`src/rtl/piso_rr_arbiter_pkg.sv`:
```
// Shared definitions for the round-robin packet arbiter feeding a PISO serializer.
// Holds the FSM encoding and the default sizing used by the arbiter and its selector.
package piso_rr_arbiter_pkg;

  localparam int N_REQ_DEF      = 4;
  localparam int DATA_WIDTH_DEF = 256;

  typedef enum logic {
    ST_IDLE   = 1'b0,
    ST_LOCKED = 1'b1
  } arb_state_e;

endpackage

```
`src/rtl/piso_rr_arbiter_rr_select.sv`:
```
// Combinational round-robin search: first set bit of i_req at or above i_ptr,
// wrapping modulo N_REQ.
module piso_rr_arbiter_rr_select
  import piso_rr_arbiter_pkg::*;
#(
  parameter int N_REQ = N_REQ_DEF
) (
  input  logic [N_REQ-1:0]         i_req,
  input  logic [$clog2(N_REQ)-1:0] i_ptr,
  output logic [$clog2(N_REQ)-1:0] o_idx,
  output logic                     o_found
);

  localparam int GW = $clog2(N_REQ);

  int w_cand;

  // Walk offsets from the far end downward so the smallest offset from i_ptr wins.
  always_comb begin
    o_idx   = '0;
    o_found = |i_req;
    w_cand  = 0;
    for (int k = N_REQ - 1; k >= 0; k--) begin
      w_cand = int'(i_ptr) + k;
      if (w_cand >= N_REQ) w_cand = w_cand - N_REQ;
      if (i_req[w_cand[GW-1:0]]) o_idx = w_cand[GW-1:0];
    end
  end

endmodule

```
`src/rtl/piso_rr_arbiter.sv`:
```
// Packet-locked round-robin arbiter from N_REQ word sources into one serializer input.
// state  | meaning
// IDLE   | no owner; one cycle spent picking the next requester from rr_ptr
// LOCKED | grant_id owns the serializer until its last word is transferred
module piso_rr_arbiter
  import piso_rr_arbiter_pkg::*;
#(
  parameter int N_REQ      = N_REQ_DEF,
  parameter int DATA_WIDTH = DATA_WIDTH_DEF
) (
  input  logic                          clk,
  input  logic                          rst,
  input  logic                          ce,
  input  logic [N_REQ*DATA_WIDTH-1:0]   req_data,
  input  logic [N_REQ-1:0]              req_valid,
  input  logic [N_REQ-1:0]              req_last,
  output logic [N_REQ-1:0]              req_ready,
  output logic [DATA_WIDTH-1:0]         piso_din,
  output logic                          piso_din_valid,
  input  logic                          piso_full,
  output logic [$clog2(N_REQ)-1:0]      grant_id,
  output logic                          busy,
  output logic [31:0]                   pkt_count
);

  localparam int GW = $clog2(N_REQ);

  arb_state_e      r_state;
  arb_state_e      w_state_nxt;
  logic [GW-1:0]   r_grant_id;
  logic [GW-1:0]   r_rr_ptr;
  logic [31:0]     r_pkt_count;
  logic [GW-1:0]   w_sel_idx;
  logic            w_sel_found;
  logic            w_can_accept;
  logic            w_xfer;
  logic            w_pkt_done;
  logic [DATA_WIDTH-1:0] w_words [N_REQ];

  for (genvar i = 0; i < N_REQ; i++) begin : g_words
    assign w_words[i] = req_data[i*DATA_WIDTH +: DATA_WIDTH];
  end

  piso_rr_arbiter_rr_select #(
    .N_REQ (N_REQ)
  ) u_rr_select (
    .i_req   (req_valid),
    .i_ptr   (r_rr_ptr),
    .o_idx   (w_sel_idx),
    .o_found (w_sel_found)
  );

  always_ff @(posedge clk) begin
    if (rst) begin
      r_state <= ST_IDLE;
    end else if (ce) begin
      r_state <= w_state_nxt;
    end
  end

  // rst also masks the handshake so an abandoned packet never writes in the reset cycle.
  always_comb begin
    w_state_nxt  = r_state;
    req_ready    = '0;
    w_can_accept = 1'b0;
    w_xfer       = 1'b0;
    w_pkt_done   = 1'b0;
    if (r_state == ST_IDLE) begin
      if (w_sel_found) w_state_nxt = ST_LOCKED;
    end else begin
      w_can_accept          = ce & ~piso_full & ~rst;
      req_ready[r_grant_id] = w_can_accept;
      w_xfer                = req_valid[r_grant_id] & w_can_accept;
      w_pkt_done            = w_xfer & req_last[r_grant_id];
      if (w_pkt_done) w_state_nxt = ST_IDLE;
    end
  end

  always_ff @(posedge clk) begin
    if (rst) begin
      r_grant_id  <= '0;
      r_rr_ptr    <= '0;
      r_pkt_count <= '0;
    end else if (ce) begin
      if (r_state == ST_IDLE && w_sel_found) r_grant_id <= w_sel_idx;
      if (w_pkt_done) begin
        r_rr_ptr    <= (r_grant_id == GW'(N_REQ - 1)) ? '0 : r_grant_id + 1'b1;
        r_pkt_count <= r_pkt_count + 32'd1;
      end
    end
  end

  assign piso_din       = w_words[r_grant_id];
  assign piso_din_valid = w_xfer;
  assign grant_id       = r_grant_id;
  assign busy           = (r_state == ST_LOCKED);
  assign pkt_count      = r_pkt_count;

endmodule

```
`config.mk`:
```
export PLATFORM = sky130hd
export DESIGN_NAME = piso_rr_arbiter
export DESIGN_NICKNAME = d
export VERILOG_FILES = /design/src/rtl/piso_rr_arbiter_pkg.sv /design/src/rtl/piso_rr_arbiter_rr_select.sv /design/src/rtl/piso_rr_arbiter.sv
export SDC_FILE = /design/constraint.sdc
export NUM_CORES = 1
export LEC_CHECK = 0
export CELL_PAD_IN_SITES_DETAIL_PLACEMENT = 1
export CELL_PAD_IN_SITES_GLOBAL_PLACEMENT = 1
export CORE_AREA = 3 3 524 526
export CTS_CLUSTER_SIZE = 8
export DETAILED_ROUTE_END_ITERATION = 10
export DIE_AREA = 0 0 527 529
export GPL_TIMING_DRIVEN = 0
export HOLD_SLACK_MARGIN = 0.05
export PLACE_DENSITY = 0.33
export SYNTH_ARGS = -nofsm -noshare
export SYNTH_HDL_FRONTEND = slang
export SYNTH_HIERARCHICAL = 1
export SYNTH_SLANG_ARGS = --single-unit
```
`constraint.sdc`:
```
create_clock -name clk -period 2.21 [get_ports clk]
set_input_delay 0.442 -clock clk [delete_from_list [all_inputs] [get_ports clk]]
set_output_delay 0.442 -clock clk [all_outputs]
set_load 0.05 [all_outputs]
```
Yosys cells after proc, flatten, opt, wreduce, memory -nomap -nowiden
Cells that the tools add are included.
- bits of input ports: 1036
- flip-flop bits (word level): 37
- output and inout port bits: 296
- word-level logic and storage cells: 71
- add/sub/neg operators: 9
- $lt $le $gt $ge: 11
- bitwise operators: 9
- muxes and demuxes: 32
- reductions and logical operators: 5
- equality and inequality tests: 1
- operator list (operator ; number):
    $bmux 256 s2 ; 1
    $mux 256 ; 2
    $add 32x1->32 const B ; 1
    $mux 2 ; 9
    $lt 2x3->1 const B ; 5
    $bmux 1 s2 ; 6
    $ge 3x3->1 const B ; 4
    $mux 1 ; 12
    $sub 2x1->2 const B ; 4
    $add 2x2->3 const B ; 2
    $and 1x1->1 ; 4
    $and 4x4->4 ; 1
    $mux 4 ; 1
    $reduce_and 2->1 ; 2
    $reduce_or 4->1 ; 1
    $add 2x1->3 const B ; 1
    $ge 2x3->1 const B ; 1
    $not 1->1 ; 3
    $not 2->3 ; 1
    $add 2x1->2 const B ; 1
    $demux 1 s2 ; 1
    $eq 2x2->1 const B ; 1
    $ge 2x1->1 const B ; 1
    $logic_and 1x1->1 ; 2

Depth between registers and ports, before layout
Gate-level depths: netlist of run 1.
- depth in word-level cells: 9
- depth in mapped cells: 8
- depth with buffers taken out: 5

Hierarchy
Netlist of run 1, hierarchy kept.
- by module, submodules not included (module ; sequential area each (µm²) ; instances ; cells each ; area an instance (µm²)):
    piso_rr_arbiter ; 740.7 ; 1 ; 544 ; 7921.3
    piso_rr_arbiter_rr_select ; 0.0 ; 1 ; 13 ; 77.6

Least setup slack after synthesis of run 1
Ideal clock, no wire load.
- path kind: flip-flop to output port
- from: register r_grant_id[0] (netlist: grant_id[0])
- to: output piso_din[100]
- arrival: 2.451 ns
- stages on the path, launching flop included: 5
- path buffers: 3
- data required time: 1.768 ns
- path slack: -0.683 ns
- cells stage by stage: dfxtp_1 -> buf_2 -> clkbuf_1 -> buf_1 -> mux4_2
- cells in the longest elaborated chain, start to end: 4
- ends and longest elaborated chain (what ; RTL line ; RTL):
    start, declared ; piso_rr_arbiter.sv:30 ; logic [GW-1:0] r_grant_id;
    start signal, assigned ; piso_rr_arbiter.sv:85 ; if (r_state == ST_IDLE && w_sel_found) r_grant_id <= w_sel_idx;
    $not 2->3 (implied by the code) ; piso_rr_arbiter.sv:93 ; assign piso_din = w_words[r_grant_id];
    $bmux 256 s2 ; piso_rr_arbiter.sv:93 ;
    $mux 256 (implied by the code) (2 in a row) ; piso_rr_arbiter.sv:93 ;
    end, declared ; piso_rr_arbiter.sv:18 ; output logic [DATA_WIDTH-1:0] piso_din,
No other way between the ends. The select of a mux whose other input is x is not followed.

Worst setup path after layout of run 1
- from: register r_grant_id[0] (netlist: grant_id[0])
- to: output piso_din[132]
The elaborated chain is that of the path after synthesis.

==> impl_metrics.yaml, run 1 <==
setup_path:
  reg2regPathDepth: 8
  r2r_setup_slack_ns: -0.32
  crit_path_end_kind: "primary output"
  r2r-end: "pkt_count[16]"
  path_buf_inv: 6
  path_class: "reg -> out"
  crit_arrival_ns: 2.26
  cp.required_ns: 1.77
  path_depth: 7
  crit_chain: "buf_12 > buf_16 > buf_6 > clkbuf_16 > buf_12 > mux4_2 > buf_6"
  crit_start: "grant_id[0]"
  r2r-start: "grant_id[1]"
  crit_path_start_kind: "register"
  cpLargestDelayFamily: "buffers and inverters"
  slowest_stage: "mux4_2"
  max_stage_delay_ns: 0.66
  critPathMaxFanout: 5
route:
  drc: 0
  wl_um: 239000
  drt_pre_antenna_iters: 4
  drtIter0Drc: 1161
  vias: 14800
  post_drt_wl_per_cell_um: 42.4
  drtAntennaViolNets: 0
  vias_per_cell: 2.63
clock_network:
  clk_latency_ns: 0.29
  cts_tree: "built"
  path_clk_slew_ns: 0.06
  clock-sinks: 37
  h-tree-depth: 2
  cts_buffers: 5
  clock_path_buffers: 2
  cts_root_buffer: "clkbuf_16"
status:
  status: "finished with violations"
  violations: "negative setup slack"
timing:
  hold_violations: 0
  slew_viol_final: 0
  tightest_slew_ns: 0.928
  setup_ws_ns: -0.493
  max_freq_mhz: 370
  period_share: 1.22
  setup_viol: 290
  relSlewSlack: 0.379
  rsz0062_at_grt: "yes"
  holdWs_ns: 0.494
  fin_skew_ns: 0.0109
  fin_crit_ns: 2.70
finish:
  areaGrowthSynthToFinish_pct: 265
  nFillCells: 31400
  seq_area_um2: 773
  finish.utilization: 0.108
  layout-drive-gt1-share: 0.365
  nNetsFinal: 3054
  multiInputGateArea_um2: 7050
min_path:
  holdPathStages: 2
  min_from: "pkt_count[31]"
  hold_end: "pkt_count[31]"
  hp-class: "reg -> reg"
pwr:
  cellPowerDensity_nw_per_um2: 307
  ir_drop_mv: 0.267
  p_leak_nw: 9.27
yosys:
  synth_edf_count: 0
  synth_ff_type: "dfxtp_1"
  yosys_warnings: 6
  syn-cell-area_um2: 8000
  ys_top_cells_by_area: "mux4_2 (73%), dfxtp_1 (9.3%), xnor2_1 (1.6%), buf_1 (1.6%), clkbuf_1 (1.4%)"
  syn_nets: 1598
  ys_ff_latch: 37
  synth_top_area_share: 0.729
  synth.distinct_cells: 39
  synth.avg_cell_area_um2: 14.4
  synth_seq_area_share: 0.0926
  async_flop_share: 0
  syn_inst: 557
  yosys.area.top_type: "mux4_2"
floorplanning:
  die_w_um: 527
  dieArea_um2: 279000
  rows: 191
  start_util: 0.0296
  die_h_um: 529
  ioPinCount: 1332
  design.core.area_um2: 271000
global_route:
  grt_max_degree: 12
  grt_pass1_vias: 14600
  overflow: 0
  grt_pass1_wl_um: 271000
  grt_usage: 0.163
  antenna_found_initial: 258
place:
  dp_hpwl_um: 220000
  io_buffers: 1330
  place_congestion: 0.964
flow_run:
  max_cap_viol_count: 0
==> worst max-delay path by stage <==
stage                               end
after global routing      piso_din[212]
after CTS                 piso_din[234]
after floorplan           pkt_count[24]
after detailed placement   piso_din[52]
after global placement     piso_din[52]
final                     piso_din[132]
==> worst reg2reg max path, cell delays in order, from the launching register on <==
cell	delay [ns]
dfxtp_4	0.37
buf_12	0.17
buf_12	0.14
clkinv_8	0.05
mux4_2	0.54
or4_4	0.60
buf_8	0.17
or3_4	0.32
a21oi_2	0.12
==> layout make-up <==
| cell class | instances | area share |
|---|---|---|
| timing repair buffer | 1450 | 0.530 |
| multi-input combinational | 443 | 0.241 |
| tap | 3570 | 0.153 |
| buffer | 69 | 0.0388 |
| sequential | 37 | 0.0265 |
| clock buffer | 8 | 0.00501 |
| antenna | 46 | 0.00394 |
| inverter | 7 | 0.00150 |
==> per-layer routing <==
metal	vias up	routed length [um]	track usage
met5	-	828	0
met4	122	4260	0.0162
met3	351	26700	0.0714
met2	1330	107000	0.262
met1	7461	100000	0.207
li1	5521	-	-
==> state kept, by name, indices dropped and copies added, names as in the netlist <==
signal / flops
busy: 1
grant_id: 2
pkt_count: 32
r_rr_ptr: 2
==> cells in the final DEF, fill, tap and decap left out, types with 4 or more instances in the layout <==
cell type and count:
or3_1 10, nand2_1 22, nand4_1 4, buf_16 23
ha_1 5, inv_1 5, and4_1 8, o21ai_0 9
dfxtp_4 6, nor2_1 25, buf_2 9, nor4_1 4
mux4_2 259, dfxtp_1 23, clkdlybuf4s50_1 1062, mux2i_1 5
nor3_1 6, and2_1 8, clkbuf_16 20, clkbuf_8 12
dlygate4sd2_1 9, buf_4 78, buf_12 55, clkbuf_1 6
diode_2 46, nand3_1 11, dfxtp_2 8, buf_8 48
xnor2_1 15, a21oi_1 15, buf_6 197
==> timing repair <==
action	CTS	global route
cloned	17	7
endpoints found under the setup margin	306	301
hold buffers	0	0
gates resized for setup	1392	831
pin swaps	3	12
buffers inserted	29	73
==> power by group <==
part           total [mW]  leakage (nW)  internal [mW]  switching (mW)
Clock               0.746        0.0715          0.451           0.295
Sequential          0.670         0.307          0.664         0.00537
Combinational        7.56          8.89           3.54            4.02
Total                8.98          9.27           4.66            4.32
==> stage by stage <==
step	power, mW	area, um^2	TNS (ns)	setup slack [ns]	cells
3_3_place_gp	7.59	25900	-518.06	-3.25	5457
3_5_place_dp	7.56	25900	-502.95	-2.60	5457
5_1_grt	9.23	29100	-109.00	-0.542	5599
2_1_floorplan	3.29	8150	0	0.00272	557
6_report	8.98	29200	-89.06	-0.493	5630
4_1_cts	8.68	27700	-129.82	-0.636	5511
==> synthesized netlist by cell type (2+ instances only) <==
cell type  instances
a21oi_1           17
and2_1            10
and3_1             3
and4_1             8
buf_1             34
buf_2              4
clkbuf_1          30
dfxtp_1           37
ha_1               5
inv_1              6
mux2i_1            5
mux4_2           259
nand2_1           23
nand2b_1           3
nand3_1           11
nand4_1            4
nor2_1            26
nor3_1             6
nor3b_1            2
nor4_1             7
nor4b_1            3
o21ai_0            9
o31ai_1            2
or3_1             11
or4_1              4
xnor2_1           15
==> logic make-up (layout without fill, tap and decap cells) <==
logic type,count (synthesis),count (layout),share of synthesized area
AO/OA/AOI/OAI,33,33,0.0241
multiplexers,264,264,0.735
AND/OR/NAND/NOR,125,125,0.0851
other,0,46,0
XOR/XNOR,16,16,0.0175
adder cells (fa/ha/maj),5,5,0.00782
flip-flops,37,37,0.0926
buffers and inverters,77,1534,0.0374
Power figures use the tool's default switching activity.
==> run 2: changes to the inputs <==
- CELL_PAD_IN_SITES_DETAIL_PLACEMENT: 1 -> 0
==> run 2 against run 1 <==
  * The flow still finishes with violations (negative setup slack)
  * First-iteration DRC count increased by 18%
  * Core utilization decreased by 0.42 points
  * Clock skew decreased by 0.0022 ns
  * Setup slack improved by 0.015 ns
  * Global-route usage decreased by 0.18 points
  * Clock power increased by 5.0%
  * Wire length decreased by 1.2%
  * Sequential power about the same
  * Sequential share of layout area increased by 0.11 points
  * Combinational power decreased by 5.3%
  * Fmax increased by 0.56%
  * Critical endpoint is now piso_din[90]
  * Largest power group unchanged
==> impl_metrics.yaml, run 2 (synthesis gave the netlist of run 1 again) <==
floorplanning:
  dieArea_um2: 279000
  rows: 191
  die_h_um: 529
  ioPinCount: 1332
  design.core.area_um2: 271000
  start_util: 0.0296
  die_w_um: 527
min_path:
  min_from: "pkt_count[31]"
  holdPathStages: 2
  hold_end: "pkt_count[31]"
  hp-class: "reg -> reg"
finish:
  seq_area_um2: 773
  largest_reg_flops: 32
  nNetsFinal: 2999
  final_area_um2: 28100
  areaGrowthSynthToFinish_pct: 251
  nFillCells: 31100
  layout-drive-gt1-share: 0.364
  multiInputGateArea_um2: 7270
  layout_commonest_cell: "clkdlybuf4s50_1"
  mostFrequentLayoutCells: "clkdlybuf4s50_1 (1,054), mux4_2 (259), buf_6 (142), buf_4 (75), buf_2 (66)"
place:
  placed_cell_area_um2: 25900
  place_congestion: 0.964
  io_buffers: 1330
  dp_hpwl_um: 220000
clock_network:
  cts_root_buffer: "clkbuf_16"
  clock_path_buffers: 2
  clock-sinks: 37
  cts_buffers: 5
  clk_latency_ns: 0.29
  cts_tree: "built"
  path_clk_slew_ns: 0.06
  h-tree-depth: 2
route:
  post_drt_wl_per_cell_um: 42.2
  drtIter0Drc: 1370
  drc: 0
  drt_pre_antenna_iters: 6
  vias_per_cell: 2.59
  wl_um: 236000
  drtAntennaViolNets: 0
  vias: 14500
timing:
  tightest_slew_ns: 0.966
  hold_violations: 0
  setup_ws_ns: -0.478
  holdWs_ns: 0.485
  relSlewSlack: 0.355
  setup_viol: 288
  fin_skew_ns: 0.00871
  slew_viol_final: 0
  period_share: 1.22
  rsz0062_at_grt: "yes"
  fin_crit_ns: 2.69
  max_freq_mhz: 372
pwr:
  pwr-share-seq: 0.078
  pwr-share-clk: 0.091
  cellPowerDensity_nw_per_um2: 307
  p_sw_frac: 0.493
  ir_drop_mv: 0.232
  p_leak_nw: 8.99
  comb_power_share: 0.831
  p_sw_mw: 4.24
  intPower_mw: 4.37
setup_path:
  critPathMaxFanout: 6
  r2r-end: "pkt_count[31]"
  crit_path_start_kind: "register"
  reg2regPathDepth: 8
  crit_path_end_kind: "primary output"
  r2r_setup_slack_ns: -0.27
  cp.required_ns: 1.77
  crit_arrival_ns: 2.25
  r2r-start: "grant_id[1]"
  path_class: "reg -> out"
global_route:
  grt_pass1_wl_um: 268000
  antenna_found_initial: 267
  grt_usage: 0.161
  grt_max_degree: 12
  overflow: 0
  grt_pass1_vias: 14300
status:
  violations: "negative setup slack"
  status: "finished with violations"
flow_run:
  max_cap_viol_count: 0
## run 2: how the worst max path moves through the flow
stage / from / to / slack, ns / cells past startpoint
2_1_floorplan: grant_id[1] / pkt_count[24] / 0.003 / 7
3_3_place_gp: grant_id[1] / piso_din[52] / -3.25 / 5
3_5_place_dp: grant_id[1] / piso_din[52] / -2.54 / 5
4_1_cts: grant_id[0] / piso_din[54] / -0.55 / 5
5_1_grt: grant_id[0] / piso_din[54] / -0.53 / 5
6_report: grant_id[0] / piso_din[90] / -0.48 / 6
## run 2: power by group through the flow
stage | Clock (mW) | Combinational [mW] | Sequential (mW)
after floorplan | 0 | 2.60 | 0.693
after CTS | 0.814 | 7.08 | 0.670
after global placement | 0 | 6.90 | 0.685
after detailed placement | 0 | 6.87 | 0.685
final | 0.783 | 7.16 | 0.670
after global routing | 0.831 | 7.35 | 0.671
## run 2: worst max-delay path, cell delays in order, from the launching register on
cell,delay [ns]
dfxtp_4,0.38
buf_12,0.16
clkbuf_16,0.22
buf_12,0.15
buf_16,0.14
mux4_2,0.64
buf_6,0.21
## run 2: routing by layer
layer / wire length, um / vias up / track usage
li1: - / 5435 / -
met1: 97700 / 7263 / 0.202
met2: 105000 / 1293 / 0.258
met3: 27900 / 351 / 0.0736
met4: 4570 / 122 / 0.0190
met5: 793 / - / 0
## run 2: what timing repair did
item,in CTS,in global routing
endpoints found under the hold margin,0,0
resized for setup,1520,499
pin swaps,7,39
cloned,9,5
endpoints found under the setup margin,306,301
hold buffers,0,0
setup buffers,19,36
## run 2: layout make-up
cell class	count	share of cell area
antenna	64	0.00570
buffer	66	0.0384
clock buffer	7	0.00544
clock inverter	1	0.000178
inverter	7	0.00138
multi-input combinational	443	0.259
sequential	37	0.0275
tap	3570	0.159
timing repair buffer	1398	0.503
## run 2: metrics by stage
stage / setup TNS [ns] / setup slack, ns / power, mW / std cells / utilization
2_1_floorplan: 0 / 0.00272 / 3.29 / 557 / -
3_3_place_gp: -518.06 / -3.25 / 7.59 / 5457 / 0.0958
3_5_place_dp: -496.19 / -2.54 / 7.55 / 5457 / 0.0959
4_1_cts: -119.04 / -0.555 / 8.56 / 5493 / 0.100
5_1_grt: -101.96 / -0.529 / 8.85 / 5550 / 0.103
6_report: -80.51 / -0.478 / 8.61 / 5593 / 0.104
==> run 3: changes to the inputs <==
- CAP_MARGIN: unset -> 20
==> run 3 against run 2 <==
  * The flow still finishes with violations (negative setup slack)
  * Non-clock buffer count grew 14
  * Setup slack lost 0.019 ns
  * Hold slack gained 0.0048 ns
  * Largest power group unchanged
  * Critical endpoint is now piso_din[79]
  * Clock power shrank 3.7%
  * Die area is the same
  * Sequential share of layout area is essentially flat
==> impl_metrics.yaml, run 3 (synthesis gave the netlist of run 1 again) <==
global_route:
  overflow: 0
  grt_pass1_wl_um: 266000
  grt_max_degree: 12
  grt_usage: 0.160
  antenna_found_initial: 259
  grt_pass1_vias: 14200
place:
  dp_hpwl_um: 220000
  dp.cells: 5462
  io_buffers: 1330
  place_congestion: 0.964
  pre_cts_slack_ns: -2.10
finish:
  nNetsFinal: 3013
  areaGrowthSynthToFinish_pct: 249
  mostFrequentLayoutCells: "clkdlybuf4s50_1 (1,053), mux4_2 (259), buf_6 (116), buf_2 (92), buf_4 (92)"
  nFillCells: 31000
  layout_commonest_cell: "clkdlybuf4s50_1"
  layout-drive-gt1-share: 0.367
  largest_reg_flops: 32
  fin_cells: 5599
  seq_area_um2: 773
  multiInputGateArea_um2: 7290
floorplanning:
  ioPinCount: 1332
  start_util: 0.0296
  die_w_um: 527
  dieArea_um2: 279000
  rows: 191
  die_h_um: 529
  design.core.area_um2: 271000
setup_path:
  crit_chain: "buf_12 > clkbuf_16 > clkbuf_16 > mux4_2 > buf_6"
  cp.required_ns: 1.77
  path_class: "reg -> out"
  crit_path_end: "piso_din[79]"
  crit_start: "grant_id[0]"
  crit_path_start_kind: "register"
  crit_path_end_kind: "primary output"
  crit_top_cell: "clkbuf_16"
  critPathMaxFanout: 9
  reg2regPathDepth: 8
  r2r-start: "grant_id[1]"
  max_stage_delay_ns: 0.66
  r2r-end: "pkt_count[22]"
  r2r_setup_slack_ns: -0.30
  crit_arrival_ns: 2.27
  slowest_stage: "mux4_2"
timing:
  period_share: 1.23
  fin_skew_ns: 0.00939
  setup_ws_ns: -0.498
  rsz0062_at_grt: "yes"
  fin_crit_ns: 2.71
  relSlewSlack: 0.378
  slew_viol_final: 0
  setup_viol: 285
  max_freq_mhz: 369
  holdWs_ns: 0.490
  hold_violations: 0
  tightest_slew_ns: 0.931
route:
  wl_um: 235000
  drtAntennaViolNets: 0
  drc: 0
  drtIter0Drc: 1302
  vias_per_cell: 2.62
  post_drt_wl_per_cell_um: 42.0
  vias: 14700
  drt_pre_antenna_iters: 5
flow_run:
  max_cap_viol_count: 0
status:
  status: "finished with violations"
  violations: "negative setup slack"
clock_network:
  cts_root_buffer: "clkbuf_16"
  clock_path_buffers: 2
  clk_latency_ns: 0.29
  path_clk_slew_ns: 0.06
  cts_buffers: 5
  cts_tree: "built"
  h-tree-depth: 2
  clock-sinks: 37
pwr:
  cellPowerDensity_nw_per_um2: 305
  p_total_mw: 8.51
  p_leak_nw: 8.97
  ir_drop_mv: 0.260
min_path:
  hp-class: "reg -> reg"
==> run 3: cell count changes in the layout (fill, tap and decap cells not counted), moves of 3 or more <==
cell / previous run / this run
buf_12: 40 / 32
o21ai_0: 7 / 4
buf_2: 66 / 92
buf_4: 75 / 92
clkbuf_16: 18 / 21
buf_16: 15 / 10
clkbuf_4: 14 / 18
clkbuf_8: 12 / 7
buf_6: 142 / 116
diode_2: 64 / 56
buf_8: 14 / 17
==> run 3: through the flow <==
stage | utilization | cell area, um^2 | setup TNS (ns)
after CTS | 0.0969 | 26200 | -134.64
final | 0.103 | 27900 | -90.76
after global routing | 0.103 | 27800 | -109.60
after detailed placement | 0.0962 | 26000 | -443.48
after global placement | 0.0958 | 25900 | -518.06
after floorplan | - | 8150 | 0
==> run 3: final cells by class <==
class / instances / area share
Timing Repair Buffer: 1410 / 0.501
Multi-Input combinational cell: 443 / 0.262
Tap cell: 3570 / 0.160
Buffer: 68 / 0.0381
Sequential cell: 37 / 0.0277
Clock buffer: 8 / 0.00525
Antenna cell: 56 / 0.00503
Inverter: 7 / 0.00121
==> run 3: worst max-delay path, delay by kind of cell (launching register included) <==
| kind | cells | cell delay (ns) |
|---|---|---|
| multiplexers | 1 | 0.66 |
| flip-flops | 1 | 0.39 |
| buffers and inverters | 4 | 0.88 |
==> run 3: what timing repair did <==
item,in CTS,in global routing
pin swaps,0,55
setup buffers,2,63
resized for setup,1309,636
cloned,3,8
endpoints found under the setup margin,306,302
hold buffers,0,0
==> run 3: how the worst min path moves through the flow <==
stage	from	to	slack (ns)	cells past startpoint
after floorplan	r_rr_ptr[0]	r_rr_ptr[0]	0.47	2
after detailed placement	pkt_count[31]	pkt_count[31]	0.49	2
after global placement	pkt_count[22]	pkt_count[22]	0.47	1
after global routing	pkt_count[31]	pkt_count[31]	0.52	2
after CTS	pkt_count[31]	pkt_count[31]	0.50	2
final	pkt_count[31]	pkt_count[31]	0.49	2
==> run 3: layer usage <==
metal,vias up,wire (um),global-route usage
met5,-,784,0
met4,122,3840,0.0186
met3,345,25600,0.0690
met2,1384,105000,0.256
met1,7367,99700,0.203
li1,5464,-,-
==> run 3: power breakdown <==
group | leakage [nW] | total, mW | switching (mW) | internal [mW]
combinational | 8.59 | 7.09 | 3.93 | 3.16
clock | 0.0715 | 0.754 | 0.303 | 0.451
sequential | 0.307 | 0.670 | 0.00602 | 0.664
